## src/rtl/bcd_sched_pkg.sv

```systemverilog
// Shared types and helpers for the BCD converter scheduler.
package bcd_sched_pkg;

    typedef enum logic [1:0] {
        IDLE    = 2'b00,
        GRANT   = 2'b01,
        CONVERT = 2'b11,
        CAPTURE = 2'b10
    } sched_state_t;

    // Shortest watchdog that still covers a full shift/add-3 conversion.
    function automatic int min_timeout(input int dw);
        return 2 * dw + 2;
    endfunction

endpackage

```

## src/rtl/bcd_conv_scheduler_rr_arbiter.sv

```systemverilog
// Combinational round-robin picker: searches from pointer+1 upward, wrapping.
module rr_arbiter #(
    parameter int N_CH  = 3,
    parameter int IDX_W = (N_CH > 1) ? $clog2(N_CH) : 1
) (
    input  logic [N_CH-1:0]  req,
    input  logic [IDX_W-1:0] pointer,
    output logic [N_CH-1:0]  grant,
    output logic [IDX_W-1:0] index,
    output logic             any
);

    int cand;

    // Walk from the farthest candidate to the nearest so the nearest hit wins.
    always_comb begin
        grant = '0;
        index = '0;
        any   = 1'b0;
        cand  = 0;
        for (int i = N_CH; i >= 1; i--) begin
            cand = (int'(pointer) + i) % N_CH;
            if (req[cand]) begin
                grant       = '0;
                grant[cand] = 1'b1;
                index       = IDX_W'(cand);
                any         = 1'b1;
            end
        end
    end

endmodule

```

## src/rtl/bcd_conv_scheduler.sv

```systemverilog
// Shares one iterative binary-to-BCD converter among N_CH requesters with a watchdog.
// Define BCD_SCHED_SIGNED_EN for two's-complement channel data (sign/magnitude split).
module bcd_conv_scheduler
    import bcd_sched_pkg::*;
#(
    parameter int N_CH        = 3,
    parameter int DATA_WIDTH  = 12,
    parameter int BCD_DIGITS  = 4,
    parameter int TIMEOUT_CYC = 64
) (
    input  logic                         clk,
    input  logic                         reset_n,
    input  logic [N_CH-1:0]              req,
    input  logic [N_CH*DATA_WIDTH-1:0]   ch_data,
    output logic [N_CH-1:0]              ack,
    output logic [N_CH*BCD_DIGITS*4-1:0] ch_bcd,
    output logic [N_CH-1:0]              ch_neg,
    output logic [N_CH-1:0]              ch_valid,
    output logic                         busy,
    output logic                         timeout,
    output logic                         conv_enable,
    output logic [DATA_WIDTH-1:0]        conv_bin,
    input  logic [BCD_DIGITS*4-1:0]      conv_bcd,
    input  logic                         conv_ready
);

    localparam int BCD_W  = BCD_DIGITS * 4;
    localparam int IDX_W  = (N_CH > 1) ? $clog2(N_CH) : 1;
    localparam int TO_EFF = (TIMEOUT_CYC < min_timeout(DATA_WIDTH)) ?
                            min_timeout(DATA_WIDTH) : TIMEOUT_CYC;
    localparam int WD_W   = $clog2(TO_EFF);

    sched_state_t          state_reg;
    logic [IDX_W-1:0]      ptr_reg;
    logic [N_CH-1:0]       gnt_reg;
    logic [DATA_WIDTH-1:0] operand_reg;
    logic                  sign_reg;
    logic [WD_W-1:0]       wd_reg;
    logic [BCD_W-1:0]      bcd_reg [N_CH];
    logic [N_CH-1:0]       neg_reg;
    logic [N_CH-1:0]       valid_reg;
    logic [N_CH-1:0]       ack_reg;
    logic                  timeout_reg;

    logic [N_CH-1:0]       arb_grant;
    logic [IDX_W-1:0]      arb_index;
    logic                  arb_any;
    logic [DATA_WIDTH-1:0] ch_word [N_CH];
    logic [DATA_WIDTH-1:0] sel_data;
    logic [DATA_WIDTH-1:0] grant_mag;
    logic                  grant_neg;

    rr_arbiter #(.N_CH(N_CH), .IDX_W(IDX_W)) u_arb (
        .req     (req),
        .pointer (ptr_reg),
        .grant   (arb_grant),
        .index   (arb_index),
        .any     (arb_any)
    );

    for (genvar gi = 0; gi < N_CH; gi++) begin : g_ch
        assign ch_word[gi]                 = ch_data[gi*DATA_WIDTH +: DATA_WIDTH];
        assign ch_bcd[gi*BCD_W +: BCD_W]   = bcd_reg[gi];
    end

    always_comb begin
        sel_data = '0;
        for (int i = 0; i < N_CH; i++) begin
            if (gnt_reg[i]) sel_data = ch_word[i];
        end
    end

`ifdef BCD_SCHED_SIGNED_EN
    // Negating the most-negative value wraps back to 2^(DATA_WIDTH-1), which is its true magnitude.
    assign grant_mag = sel_data[DATA_WIDTH-1] ? (~sel_data + DATA_WIDTH'(1)) : sel_data;
    assign grant_neg = sel_data[DATA_WIDTH-1] && (grant_mag != '0);
`else
    assign grant_mag = sel_data;
    assign grant_neg = 1'b0;
`endif

    always_ff @(posedge clk or negedge reset_n) begin
        if (!reset_n) begin
            state_reg   <= IDLE;
            ptr_reg     <= IDX_W'(N_CH - 1);
            gnt_reg     <= '0;
            operand_reg <= '0;
            sign_reg    <= 1'b0;
            wd_reg      <= '0;
            neg_reg     <= '0;
            valid_reg   <= '0;
            ack_reg     <= '0;
            timeout_reg <= 1'b0;
            for (int i = 0; i < N_CH; i++) bcd_reg[i] <= '0;
        end else begin
            ack_reg     <= '0;
            timeout_reg <= 1'b0;
            case (state_reg)
                IDLE: begin
                    if (arb_any) begin
                        ptr_reg   <= arb_index;
                        gnt_reg   <= arb_grant;
                        state_reg <= GRANT;
                    end
                end
                GRANT: begin
                    operand_reg <= grant_mag;
                    sign_reg    <= grant_neg;
                    wd_reg      <= '0;
                    state_reg   <= CONVERT;
                end
                CONVERT: begin
                    // The converter clears its result on the next edge, so capture it now.
                    if (conv_ready) begin
                        for (int i = 0; i < N_CH; i++) begin
                            if (gnt_reg[i]) begin
                                bcd_reg[i]   <= conv_bcd;
                                valid_reg[i] <= 1'b1;
                                neg_reg[i]   <= sign_reg;
                            end
                        end
                        ack_reg   <= gnt_reg;
                        state_reg <= CAPTURE;
                    end else if (wd_reg == WD_W'(TO_EFF - 1)) begin
                        valid_reg   <= valid_reg & ~gnt_reg;
                        ack_reg     <= gnt_reg;
                        timeout_reg <= 1'b1;
                        state_reg   <= CAPTURE;
                    end else begin
                        wd_reg <= wd_reg + WD_W'(1);
                    end
                end
                CAPTURE: begin
                    state_reg <= IDLE;
                end
                default: state_reg <= IDLE;
            endcase
        end
    end

    assign ack         = ack_reg;
    assign ch_neg      = neg_reg;
    assign ch_valid    = valid_reg;
    assign timeout     = timeout_reg;
    assign busy        = (state_reg != IDLE);
    assign conv_enable = (state_reg == CONVERT);
    assign conv_bin    = operand_reg;

endmodule

```

## config.mk

```make
export PLATFORM = sky130hd
export DESIGN_NAME = bcd_conv_scheduler
export DESIGN_NICKNAME = d
export VERILOG_FILES = /design/src/rtl/bcd_sched_pkg.sv /design/src/rtl/bcd_conv_scheduler_rr_arbiter.sv /design/src/rtl/bcd_conv_scheduler.sv
export SDC_FILE = /design/constraint.sdc
export NUM_CORES = 1
export LEC_CHECK = 0
export CAP_MARGIN = 20
export CORE_MARGIN = 4
export CORE_UTILIZATION = 45
export DETAILED_ROUTE_END_ITERATION = 10
export PLACE_DENSITY = 0.81
export SETUP_SLACK_MARGIN = 0.2
export SYNTH_ARGS = -nofsm -noshare
export SYNTH_HDL_FRONTEND = slang
export SYNTH_SLANG_ARGS = --single-unit
```

## constraint.sdc

```tcl
create_clock -name clk -period 2.6 [get_ports clk]
set_input_delay 0.39 -clock clk [delete_from_list [all_inputs] [get_ports clk]]
set_output_delay 0.39 -clock clk [all_outputs]
set_load 0.05 [all_outputs]
```

## Word-level counts from Yosys, hierarchy flattened

Cells that the tools add are included.

- Bits of input ports: 58
- Output and inout port bits: 72
- Register bits: 80
- Logic and storage cells: 100

- Bitwise operators: 2
- Reduce and logical (&&, ||, !) cells: 16
- Div/mod/pow operators: 3
- Add/sub/neg operators: 4
- Multiplexer cells: 45
- Equality and inequality tests: 11
- Magnitude comparators: 6

Operators by type and width:

| cell | number |
|---|---|
| $ge A32 B1 Y1 const B | 3 |
| $lt A32 B4 Y1 const B | 3 |
| $mod A32 B3 Y32 const B | 3 |
| $mux W12 | 3 |
| $mux W3 | 8 |
| $reduce_and A3 Y1 | 7 |
| $mux W1 | 18 |
| $mux W2 | 6 |
| $mux W6 | 2 |
| $pmux W6 S2 | 1 |
| $pmux W2 S4 | 1 |
| $add A2 B2 Y3 const B | 2 |
| $add A6 B1 Y6 const B | 1 |
| $bmux W1 S2 | 3 |
| $demux W1 S2 | 3 |
| $eq A6 B6 Y1 const B | 1 |
| $ne A2 B1 Y1 const B | 3 |
| $ne A2 B2 Y1 const B | 3 |
| $reduce_bool A2 Y1 | 3 |
| $eq A2 B2 Y1 const B | 2 |
| $reduce_and A2 Y1 | 2 |
| $add A2 B1 Y3 const B | 1 |
| $and A3 B3 Y3 | 1 |
| $logic_and A1 B1 Y1 | 3 |
| 4 further kinds | 4 |

## Longest topological paths before layout

- Depth in word-level cells: 10
- Depth in mapped cells: 8
- Depth with buffers taken out: 7

## Cells and area by module

Synthesis repeated with hierarchy kept, for this count alone.

- Cell total of the unflattened synthesis: 292
- Area, all modules: 3651.0 um^2

Modules (own cells, without submodules):

| module | times used | sequential area each (um^2) | area an instance (um^2) | cells an instance |
|---|---|---|---|---|
| bcd_conv_scheduler | 1 | 2003.2 | 3394.5 | 256 |
| rr_arbiter | 1 | 0.0 | 256.5 | 36 |

## Worst setup path before layout

Ideal clock, no wire load.

- Kind: register to register
- Start: register ptr_reg[0]
- End: register gnt_reg[0]
- Stages on the path, launching flop included: 8
- Period minus slack after synthesis: 2108 ps
- Library setup time: 125 ps
- Data arrival time: 1983 ps
- Path buffers: 1
- Required time: 2475 ps
- Slack: 492 ps
- Cells stage by stage: dfrtp_1 clkbuf_1 inv_1 ha_1 mux2i_2 mux2i_4 o31ai_4 mux2_4

- Cells in the longest elaborated chain, start to end: 9
- Elaborated cells on any way between the ends: 37
- Those cells by class: add/sub: 3; div: 3; order compare: 6; mux: 21; reduce/logical: 4

Ends and longest elaborated chain:

| what | line | source |
|---|---|---|
| from (decl) | bcd_conv_scheduler.sv:34 | `logic [IDX_W-1:0] ptr_reg;` |
| from (signal assigned) | bcd_conv_scheduler.sv:85 | `ptr_reg <= IDX_W'(N_CH - 1);` |
| from (signal assigned) | bcd_conv_scheduler.sv:101 | `ptr_reg <= arb_index;` |
| $add A2 B2 Y3 | bcd_conv_scheduler_rr_arbiter.sv:22 | `cand = (int'(pointer) + i) % N_CH;` |
| $mod A32 B3 Y32 | bcd_conv_scheduler_rr_arbiter.sv:22 |  |
| $ge A32 B1 Y1 (implied by the code) (tied with other cells) | bcd_conv_scheduler_rr_arbiter.sv:25 | `grant[cand] = 1'b1;` |
| $logic_and A1 B1 Y1 (implied by the code) / $mux W1 (equally long branches) | bcd_conv_scheduler_rr_arbiter.sv:25, bcd_conv_scheduler_rr_arbiter.sv:23 |  |
| $mux W1, on equally long branches | bcd_conv_scheduler_rr_arbiter.sv:25, bcd_conv_scheduler_rr_arbiter.sv:23 |  |
| $demux W1 S2 / $mux W1 (equally long branches) | - |  |
| $mux W3 / $mux W1 (equally long branches) (2 in a row) | bcd_conv_scheduler_rr_arbiter.sv:23 | `if (req[cand]) begin` |
| $mux W3 / $reduce_and A2 Y1 (equally long branches) | - |  |
| to (signal assigned) | bcd_conv_scheduler.sv:102 | `gnt_reg <= arb_grant;` |
| to (decl) | bcd_conv_scheduler.sv:35 | `logic [N_CH-1:0] gnt_reg;` |

Several ways; a longest one is shown, not always the timed one. The select of a mux whose other input is x is not followed.
A chain may end at the register's enable or synchronous reset.

## Final worst setup path

- Start: register ptr_reg[1]
- End: register ptr_reg[0]

- Cells in the longest elaborated chain, start to end: 9
- Elaborated cells on any way between the ends: 22
- Those cells by class: add/sub: 3; div: 3; mux: 15; reduce/logical: 1

Ends and longest elaborated chain:

| what | line |
|---|---|
| $add A2 B2 Y3 | bcd_conv_scheduler_rr_arbiter.sv:22 |
| $mod A32 B3 Y32 | bcd_conv_scheduler_rr_arbiter.sv:22 |
| $bmux W1 S2 | bcd_conv_scheduler_rr_arbiter.sv:23 |
| $mux W1 (implied by the code) (2 in a row) | bcd_conv_scheduler_rr_arbiter.sv:23 |
| $mux W1 (3 in a row) | bcd_conv_scheduler_rr_arbiter.sv:23 |
| $reduce_and A2 Y1 (no source line) | - |

Several ways; a longest one is shown, not always the timed one. The select of a mux whose other input is x is not followed.

==> metrics.yaml <==
logic_synthesis:
  yosysTopAreaCell: "dfrtp_1"
  async_flop_share_pct: 100.0
  synth_edf_count: 0
  syn_inst: 301
  yosysSeqAreaShare_pct: 55.57
  synth_seq_cells: 79
  avgSynthCellArea_um2: 11.83
  synth_top_flop_cell: "dfrtp_1"
  synth_area_leaders: "dfrtp_1, mux2_1, mux2_2"
  synth_most_common_cell: "dfrtp_1"
  syn_area_um2: 3560
  netlist.area_leader.share_pct: 54.83
  yosys_warnings: 0
  synth_common_cells: "dfrtp_1, mux2_1, nand2_1"
  ys_types: 47
timing:
  finalHoldViolCount: 0
  finalSetupViolCount: 0
  fin_worst_skew_ps: 10.71
  period_needed_ps: 2176
  clock.fmax_ghz: 0.4596
  fin_crit_sh_pct: 83.68
  max_slew.worst_pin.slew_ps: 819.9
  tns_ps: 0
  drv_slew: 0
  rsz0062_at_grt: "false"
  slew_headroom_pct: 45.23
  hold_ws_ps: 397.8
critical_path:
  worstSetupStartpoint: "ptr_reg[1]$_DFFE_PN1P_"
  worstPathRequired_ps: 2810
  slowest_delay_ps: 560
  worstReg2RegStart: "ptr_reg[1]$_DFFE_PN1P_"
  start_kind: "flop"
  path_class: "reg -> reg"
  cp_num_buf_inv: 1
  cp_slowest_cell: "dfstp_2"
  critPathArrivalTime_ps: 2380
  cp_max_fo: 9
  path_delay_family: "flip-flops"
  end_kind: "flop"
  crit_chain: "inv_1 -> ha_1 -> mux2i_4 -> and3b_1 -> o32ai_2 -> o21ai_1"
placement:
  dp_cells: 515
  gp_congestion: 0.8415
  io_buffers: 126
  dp.final_hpwl_um: 6284
cts:
  cts_root_buffer: "clkbuf_8"
  cts.path.max_buffers: 2
  numCtsBuffers: 9
  clk_latency_ps: 340
  clk_pin_slew_ps: 80
  cts_max_level: 3
  cts_tree: "built"
  cts_setup_buffers: 0
  cts.sinks: 79
power:
  power_density_nw_per_um2: 1385
  ir_drop_mv: 0.4973
  leakage_nw: 2.207
final_layout:
  fin_cells: 533
  drive_gt1_share_pct: 12.53
  largest_reg_flops: 48
  nets: 489
  final_util_pct: 66.18
  num_antenna_cells: 0
  area_delta_synth_final_pct: 43.66
  fillers: 588
global_route:
  antenna_found_initial: 0
  grt_max_degree: 80
  grt_use_total_pct: 17.96
  grt_overflow: 0
  grt_pass1_vias: 2728
  grt_first_pass_wirelength_um: 13670
routing:
  ant_nets: 0
  via_per_inst: 5.141
  wl_um: 8450
  firstDrtPassIters: 4
  routedWlPerCell_um: 15.85
  drc: 0
  drt-initial-drc-count: 94
  vias: 2740
status:
  outcome: "complete, no violations"
floorplanning:
  dieWidth_um: 96.94
  start_util_pct: 46.07
  design.core.area_um2: 7727
  die_h_um: 96.94
  row_count: 32
  ioPinCount: 130
  die_area_um2: 9397
flow_run:
  maxCapViolCount: 0
hold_path:
  worstHoldPathType: "in -> async"
repair_timing:
item | 4_1_cts | 5_1_grt
gates resized for setup | 1 | 1
setup endpoints to repair | 1 | 1
hold endpoints to repair | 0 | 3
hold buffers | 0 | 1
routing by layer:
| metal | GRT usage, % | part of all wire [%] | up-vias |
|---|---|---|---|
| met3 | 4.614 | 6.1 | 11 |
| met5 | 0 | 0 | - |
| li1 | - | - | 1302 |
| met4 | 5.832 | 1.7 | 0 |
| met2 | 29.56 | 49 | 101 |
| met1 | 23.18 | 43 | 1326 |
final cells by class:
class | count | area [um^2] | area share (%)
Inverter | 10 | 37.54 | 0.7340
Sequential cell | 79 | 1978 | 38.68
Tap cell | 102 | 127.6 | 2.496
Clock inverter | 6 | 61.31 | 1.199
Clock buffer | 10 | 127.6 | 2.496
Timing Repair Buffer | 131 | 1320 | 25.81
Multi-Input combinational cell | 195 | 1461 | 28.58
worst paths after layout:
check	cells after the start	end	slack, ps
worst min-delay path	2	ch_bcd[19]$_DFFE_PN0P_	400
min in group clk	2	conv_bin[10]$_DFFE_PN0P_	480
worst min register to register	2	conv_bin[10]$_DFFE_PN0P_	480
worst max register to register	6	ptr_reg[0]$_DFFE_PN0P_	420
max in group asynchronous	3	ptr_reg[1]$_DFFE_PN1P_	1620
worst max-delay path	6	ptr_reg[0]$_DFFE_PN0P_	420
cell families after synthesis:
| family | synth area share (%) |
|---|---|
| XOR/XNOR | 0.4922 |
| adder cells (fa/ha/maj) | 1.757 |
| flip-flops | 55.57 |
| AO/OA/AOI/OAI | 11.92 |
| buffers and inverters | 3.585 |
| other | 0.1053 |
| AND/OR/NAND/NOR | 8.401 |
| multiplexers | 18.17 |
power breakdown:
group	internal, mW	total (mW)	switching [mW]
clock	0.441	0.862	0.422
combinational	1.49	4.13	2.64
sequential	1.76	2.09	0.336
placed cells by master (no fill, tap or decap), types with 5 or more instances in the layout:
master,netlist,routed
a21oi_1,18,18
a22oi_1,11,11
clkbuf_8,0,9
clkdlybuf4s50_1,0,123
dfrtp_1,78,78
ha_1,5,5
inv_1,10,10
mux2_1,27,27
mux2_2,21,21
nand2_1,23,23
nor2_1,18,18
o21ai_0,19,19
worst reg2reg max path: stages (launching register included):
cell and delay, ps:
dfstp_2 560, inv_1 60, ha_1 500, mux2i_4 360, and3b_1 220, o32ai_2 260, o21ai_1 90
stage by stage:
step / worst slack, ps / power, mW / cell area [um^2]
6_report: 424.3 / 7.085 / 5114
4_1_cts: 241.2 / 7.153 / 5074
5_1_grt: 274.2 / 7.452 / 5114
2_1_floorplan: 492.3 / 4.894 / 3567
3_5_place_dp: 432.6 / 6.283 / 4886
3_3_place_gp: 476.4 / 6.190 / 4886
(Power assumes the default switching activity.)
